<file path="src/rtl/if_fetch_unit_pkg.sv">
// Shared types and constants for the instruction-fetch front end.
// Also holds the sequential-address helper used by the fetch unit.
package if_fetch_unit_pkg;

   typedef enum logic [1:0] {
      REQ     = 2'd0,
      HOLD    = 2'd1,
      DISCARD = 2'd2
   } fetch_state_t;

   localparam logic [31:0] NOP_INSTR   = 32'h0000_0000;
   localparam logic [31:0] INSTR_BYTES = 32'd4;

   // Wraps modulo 2^32 by construction.
   function automatic logic [31:0] next_seq_addr(input logic [31:0] addr);
      return addr + INSTR_BYTES;
   endfunction

endpackage

</file>
<file path="src/rtl/if_fetch_unit_if.sv">
// Instruction-memory request/response bundle between the fetch unit and memory.
interface if_fetch_unit_if;

   logic        imem_req;
   logic [31:0] imem_addr;
   logic        imem_ready;
   logic [31:0] imem_rdata;

   modport master (
      output imem_req,
      output imem_addr,
      input  imem_ready,
      input  imem_rdata
   );

   modport slave (
      input  imem_req,
      input  imem_addr,
      output imem_ready,
      output imem_rdata
   );

endinterface

</file>
<file path="src/rtl/if_fetch_unit.sv">
// Instruction-fetch front end: issues word fetches, holds a response across a
// freeze, redirects on taken branches and drops responses made stale by a redirect.
module if_fetch_unit
   import if_fetch_unit_pkg::*;
#(
   parameter logic [31:0] RESET_PC = 32'h0000_0000
)
(
   input  logic            clk,
   input  logic            rst,
   input  logic            freeze,
   input  logic            branch_taken,
   input  logic [31:0]     branch_addr,
   if_fetch_unit_if.master imem,
   output logic            inst_valid,
   output logic [31:0]     PC,
   output logic [31:0]     Instruction
);

   fetch_state_t state_q, state_d;
   logic [31:0]  req_addr_q, req_addr_d;
   logic [31:0]  tgt_q, tgt_d;
   logic [31:0]  buf_q, buf_d;
   logic         accept_s;

   assign imem.imem_addr = req_addr_q;
   assign PC             = next_seq_addr(req_addr_q);
   assign accept_s       = inst_valid && !freeze && !branch_taken;

   // Outputs are presented combinationally so a held word costs no bubble.
   always_comb begin
      imem.imem_req = 1'b0;
      inst_valid    = 1'b0;
      Instruction   = NOP_INSTR;
      if (rst) begin
         imem.imem_req = 1'b0;
      end else begin
         case (state_q)
            REQ: begin
               imem.imem_req = 1'b1;
               inst_valid    = imem.imem_ready;
               Instruction   = imem.imem_ready ? imem.imem_rdata : NOP_INSTR;
            end
            HOLD: begin
               inst_valid  = 1'b1;
               Instruction = buf_q;
            end
            DISCARD: begin
               imem.imem_req = 1'b1;
            end
            default: begin
               imem.imem_req = 1'b0;
            end
         endcase
      end
   end

   // Next state and next fetch address; a branch always outranks a freeze.
   always_comb begin
      state_d    = state_q;
      req_addr_d = req_addr_q;
      tgt_d      = tgt_q;
      buf_d      = buf_q;
      case (state_q)
         REQ: begin
            if (branch_taken) begin
               if (imem.imem_ready) begin
                  req_addr_d = branch_addr;
               end else begin
                  // In-flight address must stay put until the memory answers.
                  tgt_d   = branch_addr;
                  state_d = DISCARD;
               end
            end else if (accept_s) begin
               req_addr_d = next_seq_addr(req_addr_q);
            end else if (imem.imem_ready) begin
               buf_d   = imem.imem_rdata;
               state_d = HOLD;
            end else begin
               state_d = REQ;
            end
         end
         HOLD: begin
            if (branch_taken) begin
               req_addr_d = branch_addr;
               state_d    = REQ;
            end else if (!freeze) begin
               req_addr_d = next_seq_addr(req_addr_q);
               state_d    = REQ;
            end else begin
               state_d = HOLD;
            end
         end
         DISCARD: begin
            if (branch_taken) begin
               tgt_d = branch_addr;
               if (imem.imem_ready) begin
                  req_addr_d = branch_addr;
                  state_d    = REQ;
               end else begin
                  state_d = DISCARD;
               end
            end else if (imem.imem_ready) begin
               req_addr_d = tgt_q;
               state_d    = REQ;
            end else begin
               state_d = DISCARD;
            end
         end
         default: begin
            state_d = REQ;
         end
      endcase
   end

   // State registers with asynchronous reset back to the reset fetch address.
   always_ff @(posedge clk or posedge rst) begin
      if (rst) begin
         state_q    <= REQ;
         req_addr_q <= RESET_PC;
         tgt_q      <= 32'h0000_0000;
         buf_q      <= 32'h0000_0000;
      end else begin
         state_q    <= state_d;
         req_addr_q <= req_addr_d;
         tgt_q      <= tgt_d;
         buf_q      <= buf_d;
      end
   end

endmodule

</file>
<file path="src/flat_wrapper.sv">
// flat-port wrapper written by rule: the top's interface ports become plain ports
module if_fetch_unit_flat import if_fetch_unit_pkg::*;
#(
   parameter logic [31:0] RESET_PC = 32'h0000_0000
)
  (clk, rst, freeze, branch_taken, branch_addr, inst_valid, PC, Instruction, imem_imem_req, imem_imem_addr, imem_imem_ready, imem_imem_rdata);
  if_fetch_unit_if imem_i ();
  input  logic clk;
  input  logic rst;
  input  logic freeze;
  input  logic branch_taken;
  input  logic [31:0] branch_addr;
  output logic inst_valid;
  output logic [31:0] PC;
  output logic [31:0] Instruction;
  output wire logic [$bits(imem_i.imem_req)-1:0] imem_imem_req;
  output wire logic [$bits(imem_i.imem_addr)-1:0] imem_imem_addr;
  input wire logic [$bits(imem_i.imem_ready)-1:0] imem_imem_ready;
  input wire logic [$bits(imem_i.imem_rdata)-1:0] imem_imem_rdata;
  assign imem_imem_req = imem_i.imem_req;
  assign imem_imem_addr = imem_i.imem_addr;
  assign imem_i.imem_ready = imem_imem_ready;
  assign imem_i.imem_rdata = imem_imem_rdata;
  if_fetch_unit #(.RESET_PC(RESET_PC)) u_core (.clk(clk), .rst(rst), .freeze(freeze), .branch_taken(branch_taken), .branch_addr(branch_addr), .imem(imem_i), .inst_valid(inst_valid), .PC(PC), .Instruction(Instruction));
endmodule
</file>
<file path="config.mk">
export PLATFORM = sky130hd
export DESIGN_NAME = if_fetch_unit_flat
export DESIGN_NICKNAME = d
export VERILOG_FILES = /design/src/rtl/if_fetch_unit_pkg.sv /design/src/rtl/if_fetch_unit_if.sv /design/src/rtl/if_fetch_unit.sv /design/src/flat_wrapper.sv
export SDC_FILE = /design/constraint.sdc
export NUM_CORES = 1
export LEC_CHECK = 0
export BUFFER_PORTS_ARGS = -buffer_cell sky130_fd_sc_hd__buf_2
export CORE_MARGIN = 4
export CORE_UTILIZATION = 30
export DETAILED_ROUTE_END_ITERATION = 10
export SETUP_SLACK_MARGIN = 0.3
export SLEW_MARGIN = 20
export SYNTH_ARGS = -nofsm -noshare
export SYNTH_HDL_FRONTEND = slang
export SYNTH_SLANG_ARGS = --single-unit
export TNS_END_PERCENT = 50
</file>
<file path="constraint.sdc">
create_clock -name clk -period 4.1 [get_ports clk]
set_clock_uncertainty 0.15 [all_clocks]
set_input_delay 0.205 -clock clk [delete_from_list [all_inputs] [get_ports clk]]
set_output_delay 0.205 -clock clk [all_outputs]
set_load 0.05 [all_outputs]
</file>
# [Yosys cells after proc, flatten, opt, wreduce, memory -nomap -nowiden]
# Index checks and enable logic that the tools add are counted.
[totals] out_inout_bits=98 memories=0 input_bits=69 register_bits=98 wordCells=56 rom_bits=0 latchBits=0 mem_bits_rw=0
[op_classes] n_shift=0 magnitude_cmp=0 eq_ne=10 add_sub_neg=1 n_div=0 n_mux=27 multipliers=0 reduce_logical=12 bitwise_logic=2
[ops] cell="$mux 32" count=12
[ops] cell="$pmux 32 s2" count=2
[ops] cell="$pmux 32 s3" count=1
[ops] cell="$add 32x3->32 const B" count=1
[ops] cell="$ne 3x3->1 const B" count=4
[ops] cell="$reduce_and 4->1" count=3
[ops] cell="$mux 2" count=5
[ops] cell="$ne 2x2->1 const B" count=3
[ops] cell="$pmux 2 s3" count=1
[ops] cell="$mux 1" count=5
[ops] cell="$ne 3x2->1 const B" count=1
[ops] cell="$reduce_bool 3->1" count=1
[ops] cell="$eq 2x1->1 const B" count=1
[ops] cell="$eq 2x2->1 const B" count=1
[ops] cell="$logic_and 1x1->1" count=2
[ops] cell="$logic_not 1->1" count=2
[ops] cell="$logic_not 2->1" count=1
[ops] cell="$not 1->1" count=2
[ops] cell="$pmux 1 s2" count=1
[ops] cell="$reduce_and 2->1" count=1
[ops] cell="$reduce_bool 2->1" count=1
[ops] cell="$reduce_or 2->1" count=1

# [Logic depth before layout (Yosys ltp)]
# Gate-level depths: netlist of the first run.
[logic_depth] depth_word=8 ltp_mapped=11 ltp_nobuf=7

# [Worst setup path before layout of the first run]
# Ideal clock, no wire load.
[synth_timing] path_kind="reg2out" startpoint="reg u_core.req_addr_q[2] (netlist: u_core.imem.imem_addr[2])" endpoint="out PC[28]" path_stages_with_launch=7 n_path_buf=1 setup_slack_ns=1.045 t_arrival_ns=2.700 path_cell_list="dfrtp_1 -> ha_1 -> nand3_1 -> nor4_2 -> buf_2 -> nand4_1 -> xnor2_1"
[synth_via] elab_chain_len=1
[synth_rtl] item="start: declaration" line="if_fetch_unit.sv:21" rtl="logic [31:0] req_addr_q, req_addr_d;"
[synth_rtl] item="start signal: assignment" line="if_fetch_unit.sv:125" rtl="req_addr_q <= req_addr_d;"
[synth_rtl] item="$add 32x3->32" line="if_fetch_unit_pkg.sv:16" rtl="return addr + INSTR_BYTES;"
[synth_rtl] item="end: declaration" line="flat_wrapper.sv:14" rtl="output logic [31:0] PC;"
# Every way passes these cells.

# [Final worst setup path of the first run]
[layout_timing] startpoint="reg u_core.state_q[1]" endpoint="reg u_core.req_addr_q[11] (netlist: u_core.imem.imem_addr[11])"
[layout_via] elab_chain_len=7 elab_cells_between_ends=13 cone_classes="eq/ne (5); mux (3); reduce/logical (5)"
[layout_rtl] item="start: declaration" line="if_fetch_unit.sv:20" rtl="fetch_state_t state_q, state_d;"
[layout_rtl] item="start signal: assignment" line="if_fetch_unit.sv:124" rtl="state_q <= state_d;"
[layout_rtl] item="$eq 2x1->1 / $logic_not 2->1 (equally long branches)" line="if_fetch_unit.sv:38, if_fetch_unit.sv:64"
[layout_rtl] item="$pmux 1 s2" line="if_fetch_unit.sv:38" rtl="case (state_q)"
[layout_rtl] item="$mux 1" line="if_fetch_unit.sv:35" rtl="if (rst) begin"
[layout_rtl] item="$logic_and 1x1->1 (2 in a row)" line="if_fetch_unit.sv:28" rtl="assign accept_s = inst_valid && !freeze && !branch_taken;"
[layout_rtl] item="$ne 3x2->1 (no source line)"
[layout_rtl] item="$reduce_and 4->1 (no source line)"
# Several ways; a longest one is shown, not always the timed one.
# A chain may end at the register's enable or synchronous reset.

==> results.md, run 1 <==
* Fillers at about 1,800
* DR WL/cell at ~18 um
* Critical Path RT at approximately 4.2 ns
* Pleak at 3.52 nW
* CP Launch Type: register
* Synth Instances at between 500 and 600
* Final #Nets at 860
* CP Capture Type: register
* Sum Neg Setup Slack at 0 ns
* Num CTS Buffers at 9
* Worst setup path start: u_core.state_q[1]
* IO Pins at around 170
* Final Hold Violating Endpoints at 0
* Setup bufs post-CTS at 0
* DIE AREA at about 22,000 um^2
* Min-delay worst type: input pin to async pin
* Initial core utilization at 0.308
* Clk pin slew, worst setup/hold paths at 0.08 ns
* GP Congestion at 0.801
* Pwr Total at 6.10 mW
* CTS H-Tree Depth at 3
* YS warnings at 0
* Largest net degree at the start of global routing at between 40 and 50
* Max Buffers Root-to-Sink at 2
* FMAX at between 300 and 400 MHz
* Max Cap Viol at 0
* Final period utilization at 0.778
* Final ANT Viol Nets at 0
* CTS sink count at 98
* HPWL Detailed at roughly 13,000 um
* DRC violation count after routing at 0
* Power density cells at approximately 780 nW/um^2
* Post-synthesis sequential area ratio at 0.423
* Mapped Area at between 5000 and 6000 um^2
* Crit path DAT at about 3.3 ns
* Router iterations before antenna repair at 6
* Peak VDD IR at a little over 0.3 mV
* TritonCTS clock tree: done
* First-pass GRT wire length at slightly above 30,000 um
* Slew Limit Fails at 0
* Routed Wire Length at approximately 19,000 um
* ANT cells at 0
* IO buf count at 166
* WS Path Type: register to register
* CTS Root Cell: clkbuf_16
* Cell variety after synth at 57
* Vias per cell at between 5 and 6
* Core footprint at roughly 19,000 um^2
* Die X at ~150 um
* Status: complete, no violations
* Cell Rows at 50
* Post-synth EDFFs at 0
* Mean area per synthesized cell at between 9 and 10 um^2
* Tightest Pin Transition at 0.936 ns
* Slew margin rel. at 0.376
* Routed vias at around 5,500
* Vias in the first global route at approximately 5,500
* Worst r2r path cells at 6
* Final period demand of the worst path at 3.19 ns
* Initial antenna violation count at 3
* GRT Util Overall at 0.172
* Layout Area Growth over Synthesis at 34.2%
* RSZ-0062 raised after global routing: false
* Post-Syn Nets at ~660
* FFs w/ async S/R, synth at 1.00
* Share of layout cells above drive strength 1 at 0.341
* Max FO, Critical Path at 23
* Initial DRC count at around 410
* R2R Path Start: u_core.state_q[1]
* GRT overflow at 0
* Most common flop cell mapped by yosys: dfrtp_1
* Die Y at 147 um
* #FFs+latches synth at 98
* Clock latency on the worst-skew pair at 0.35 ns
* Finish-stage setup viols at 0
[registers in the layout, summed over array words and instances, names as in the netlist]
register,cells
u_core.buf_q,32
u_core.imem.imem_addr,32
u_core.tgt_q,32
u_core.state_q,2
[cell families after synthesis]
family	count (synthesis)	synth area share
AOI/OAI and AO/OA	167	0.209
DFF	98	0.423
adders and majority gates	7	0.0151
buffers and inverters	74	0.0544
and+or+nand+nor	144	0.132
muxes	64	0.124
xor gates and xnor gates	28	0.0423
[timing repair]
action	CTS	global route
gates resized for setup	0	0
hold buffers	64	0
endpoints found under the hold margin	64	0
[synth_stat cells (all sizes together), types with 4 or more instances]
library cell,number,area (um^2)
and4,4,35.0
a22oi,43,323
o21ai,24,120
a31oi,4,25.0
a221oi,5,43.8
a222oi,7,70.1
o22ai,14,87.6
buf,18,103
xnor2,19,166
a21oi,21,109
nor3,7,35.0
inv,21,78.8
o31a,9,78.8
a221o,4,40.0
nand2b,4,32.5
nand3,14,70.1
and2,6,37.5
dfrtp,98,2450
xor2,9,78.8
nor4,5,67.6
and3,10,62.6
clkbuf,35,134
ha,7,87.6
nand4,10,68.8
nand2,20,77.6
mux2,64,721
nor2,52,195
a32o,5,50.1
a22o,11,96.3
nor2b,5,31.3
[routing by layer]
metal	wire [um]	track usage	part of all wire	up-vias
met3	1620	0.0540	0.086	15
met1	8520	0.237	0.45	2639
li1	-	-	-	2574
met5	34	0	0.0018	-
met4	116	0.0247	0.0062	6
met2	8440	0.273	0.45	232
[final cells by class]
| type | instances | area, um^2 | share of cell area |
|---|---|---|---|
| clock buffer | 10 | 239 | 0.0307 |
| clock inverter | 6 | 73.8 | 0.00948 |
| inverter | 21 | 81.3 | 0.0104 |
| multi-input combinational | 410 | 3040 | 0.390 |
| sequential | 98 | 2450 | 0.315 |
| tap | 260 | 325 | 0.0418 |
| timing repair buffer | 244 | 1580 | 0.202 |
[per-stage QoR]
stage | util | hold slack (ns) | std cells | setup slack, ns | cell area, um^2
finish | 0.413 | 0.109 | 1049 | 0.912 | 7790
global route | 0.413 | 0.159 | 1049 | 0.714 | 7790
CTS | 0.413 | 0.107 | 1049 | 0.919 | 7790
detailed placement | 0.363 | 0.307 | 969 | 0.919 | 6830
global placement | 0.363 | 0.303 | 969 | 0.976 | 6830
floorplan | - | 0.206 | 582 | 0.767 | 5800
[final timing paths]
check,end,slack (ns)
max,u_core.imem.imem_addr[11],0.91
min,u_core.state_q[1],0.11
max reg2reg,u_core.imem.imem_addr[11],0.91
min reg2reg,u_core.tgt_q[14],0.35
max in group asynchronous,u_core.buf_q[25],2.87
min in group clk,u_core.state_q[0],0.18
[report_power, final]
group	total (mW)	switching, mW	internal [mW]
logic	3.35	2.26	1.09
registers	1.85	0.423	1.43
clock network	0.905	0.408	0.497
total	6.10	3.09	3.02
[critical path, cell delays in order (launching register included)]
cell and delay (ns):
dfrtp_1 0.44, inv_1 0.12, ha_1 0.66, nand2b_4 0.11, and2_1 0.26, or4_1 0.85
a221o_1 0.48
[cell usage in the layout, fill, tap and decap left out, types with 3 or more instances in the layout]
cell type | synthesis | final
nand2b_1 | 3 | 3
a21boi_0 | 3 | 3
o31a_1 | 9 | 9
and4_1 | 4 | 4
nor2_1 | 52 | 52
a221oi_1 | 5 | 5
o21ai_1 | 10 | 10
ha_1 | 7 | 7
o21ai_0 | 14 | 14
nand3_1 | 14 | 14
nand3b_1 | 3 | 3
xnor2_1 | 19 | 19
a222oi_1 | 7 | 7
nor3_1 | 7 | 6
dlygate4sd3_1 | 0 | 64
a221o_1 | 4 | 4
o22ai_1 | 14 | 14
xor2_1 | 9 | 9
and3_1 | 10 | 10
buf_4 | 2 | 14
dfrtp_1 | 98 | 98
a22oi_1 | 43 | 43
buf_2 | 10 | 166
nor2b_1 | 5 | 5
clkbuf_16 | 0 | 9
inv_1 | 21 | 20
a32o_1 | 5 | 5
a31oi_1 | 4 | 4
nand2_1 | 19 | 19
nand4_1 | 9 | 9
a21oi_1 | 20 | 20
a22o_1 | 11 | 11
and2_1 | 6 | 6
mux2_2 | 64 | 64
Power figures use the tool's default switching activity.
==> run 2: changes to the inputs <==
- ABC_AREA: not set -> 1
- clock period: 4.1 -> 2.8 ns (I/O delays scaled with it)
==> results.md, run 2 <==
* Tightest Pin Transition at 0.742 ns (-0.193 ns)
* DR WL/cell at 16.8 um (-5.8%)
* Power density cells at 1170 nW/um^2 (+49%)
* Area share of the largest cell type after synthesis at 0.388 (-0.0350)
* Layout Area Growth over Synthesis at 33.5%
* #FFs+latches synth at 98 (unchanged)
* IO buf count at 166 (unchanged)
* Crit path DAT at 2.12 ns (-1.16 ns)
* Critical Path RT at 2.51 ns (-1.68 ns)
* RSZ-0062 raised after global routing: true
* Max Cap Viol at 0 (unchanged)
* Final Hold Violating Endpoints at 0 (unchanged)
* CTS sink count at 98 (unchanged)
* Status: complete, no violations
* Synth Instances at 835 (+43%)
* Clock latency on the worst-skew pair at 0.36 ns (about the same)
* Synth top cells by count: 221 x nand2_1, 107 x nand3_1, 98 x dfrtp_1
* Max Buffers Root-to-Sink at 2 (unchanged)
* Routed Wire Length at 22,300 um (+19%)
* Max FO, Critical Path at 6 (-74%)
* Final period demand of the worst path at between 2 and 2.5 ns
* Largest cells by area after synthesis: dfrtp_1 39%, nand2_1 13%, nand3_1 8.5%
* CP max-delay cell: dfrtp_1
* Initial core utilization at 0.309 (+0.000568)
* CTS H-Tree Depth at 3 (unchanged)
* Cell Rows at 52 (+4.0%)
* Most frequent cells in the layout: 221 x nand2_1, 161 x buf_2, 107 x nand3_1
* CP Capture Type: output port
* Fillers at 2,089 (+14%)
* FMAX at 414 MHz
* FF+latch area at 2450 um^2 (unchanged)
* GRT Util Overall at 0.185 (+0.0134)
* DIE AREA at 23,500 um^2 (+8.5%)
* Finish-stage setup viols at 0 (unchanged)
* WS Path Type: register to output port
* Peak VDD IR at 0.516 mV (+71%)
* Slew margin rel. at 0.505 (+0.129)
* Area leader, netlist: dfrtp_1
* Min-delay worst type: input pin to async pin
* Share of layout cells above drive strength 1 at 0.267 (-0.0743)
* Num CTS Buffers at 9 (unchanged)
* GRT overflow at 0 (unchanged)
* Cell variety after synth at 39 (-32%)
* HPWL Detailed at 15,500 um (+16%)
* Post-synth EDFFs at 0 (unchanged)
* Pleak at 3.96 nW (+13%)
* Most common flop cell mapped by yosys: dfrtp_1
* Routed vias at 6,571 (+20%)
* Post-synthesis sequential area ratio at 0.388 (-0.0350)
* Vias per cell at 4.96 (-4.8%)
* Die Y at 153 um (+4.2%)
* Final ANT Viol Nets at 0 (unchanged)
* Post-Place Worst Slack at 0.463 ns (-0.457 ns)
* Worst setup margin at 0.385 ns (-0.527 ns)
* First-pass GRT wire length at 35,100 um (+15%)
* FFs w/ async S/R, synth at 1.00 (unchanged)
* Clk pin slew, worst setup/hold paths at 0.08 ns (about the same)
* Final #Nets at 1,125 (+31%)
* Largest net degree at the start of global routing at 65 (+48%)
* Critical path buffers and inverters at 1 (unchanged)
* Core footprint at 20,500 um^2 (+8.8%)
* Mean area per synthesized cell at 7.57 um^2 (-24%)
* CTS Root Cell: clkbuf_16
* CP delay by family, top: simple AND/OR/NAND/NOR gates
* Pwr Total at 9.89 mW (+62%)
* YS warnings at 0 (unchanged)
* CP dominant cell by count: nand2_1
* Area of the multi-input gates at 3410 um^2 (+12%)
* Most frequent cell after synthesis: nand2_1
* Slew Limit Fails at 0 (unchanged)
* Router iterations before antenna repair at 5 (-1)
* GP Congestion at 0.918 (+15%)
* Die X at 153 um (+4.2%)
* TritonCTS clock tree: done
* CP Launch Type: register
* Initial DRC count at 383 (-5.4%)
* DRC violation count after routing at 0 (unchanged)
* Post-Syn Nets at 911 (+38%)
* Critical path's largest stage delay at 0.54 ns (-0.31 ns)
* Initial antenna violation count at 1 (-2)
* Mapped Area at 6320 um^2 (+9.0%)
* Vias in the first global route at 6,341 (+15%)
* Commonest non-fill, non-tap cell in the layout: nand2_1
* IO Pins at 167 (unchanged)
* Critical path, cell by cell: nand2_1 -> nor2_1 -> nand2_2 -> nor2_2 -> nand2_1 -> xor2_1 -> buf_2
* Final period utilization at 0.862
-- run 2: changes by cell type after synthesis, moves of 17 or more --
| cell | delta |
|---|---|
| nand2_1 | +202 |
| clkbuf_1 | -17 |
| inv_1 | +33 |
| nand3_1 | +93 |
| a22oi_1 | -43 |
| a21oi_1 | +44 |
| mux2_2 | -23 |
| o21ai_0 | +18 |
-- run 2: area by class of cell --
class,count,area share
tap,270,0.0400
clock inverter,6,0.00771
antenna,1,0.000296
clock buffer,10,0.0271
sequential,98,0.290
timing repair buffer,252,0.203
inverter,60,0.0274
multi-input combinational,628,0.404
-- run 2: power breakdown --
part | total (mW) | leakage, nW | internal, mW | switching (mW)
registers | 2.79 | 1.19 | 2.12 | 0.677
clock network | 1.30 | 0.143 | 0.698 | 0.602
logic | 5.79 | 2.64 | 1.68 | 4.11
total | 9.89 | 3.96 | 4.50 | 5.39
-- run 2: final timing paths --
check,from,endpoint,slack (ns),cells past startpoint
worst max-delay path,u_core.imem.imem_addr[7],PC[29],0.39,7
worst min-delay path,rst,u_core.buf_q[21],0.06,2
worst max register to register,u_core.state_q[0],u_core.imem.imem_addr[13],0.48,10
worst min register to register,u_core.tgt_q[17],u_core.tgt_q[17],0.34,2
max in group asynchronous,rst,u_core.imem.imem_addr[8],1.69,3
min in group clk,freeze,u_core.state_q[0],0.12,5
-- run 2: stage by stage --
stage | setup TNS, ns | cell area (um^2) | hold WS, ns | util | cells
2_1_floorplan | -0.0530 | 6330 | 0.122 | - | 835
3_3_place_gp | 0 | 7440 | 0.221 | 0.363 | 1242
3_5_place_dp | 0 | 7440 | 0.231 | 0.363 | 1242
4_1_cts | 0 | 8370 | 0.0714 | 0.408 | 1322
5_1_grt | 0 | 8440 | 0.114 | 0.412 | 1325
6_report | 0 | 8440 | 0.0602 | 0.412 | 1325
-- run 2: timing repair --
item	in CTS	in global routing
setup endpoints to repair	0	50
gates resized for setup	0	16
hold buffers	64	0
endpoints found under the hold margin	74	0
setup buffers	0	2
-- run 2: routing by layer --
metal  routed length, um  global-route usage  vias to the layer above
met5                   0                   0                        -
met4                 270              0.0399                        0
met3                2080              0.0622                       23
met2               10200               0.289                      263
met1                9710               0.252                     3080
li1                    -                   -                     3205
-- run 2: logic make-up after synthesis --
logic type                 Yosys count  share of synthesized area
xor gates and xnor gates            17                     0.0271
muxes                               43                     0.0766
and+or+nand+nor                    427                      0.293
AOI/OAI and AO/OA                  134                      0.126
buffers and inverters              109                     0.0764
adders and majority gates            7                     0.0138
DFF                                 98                      0.388
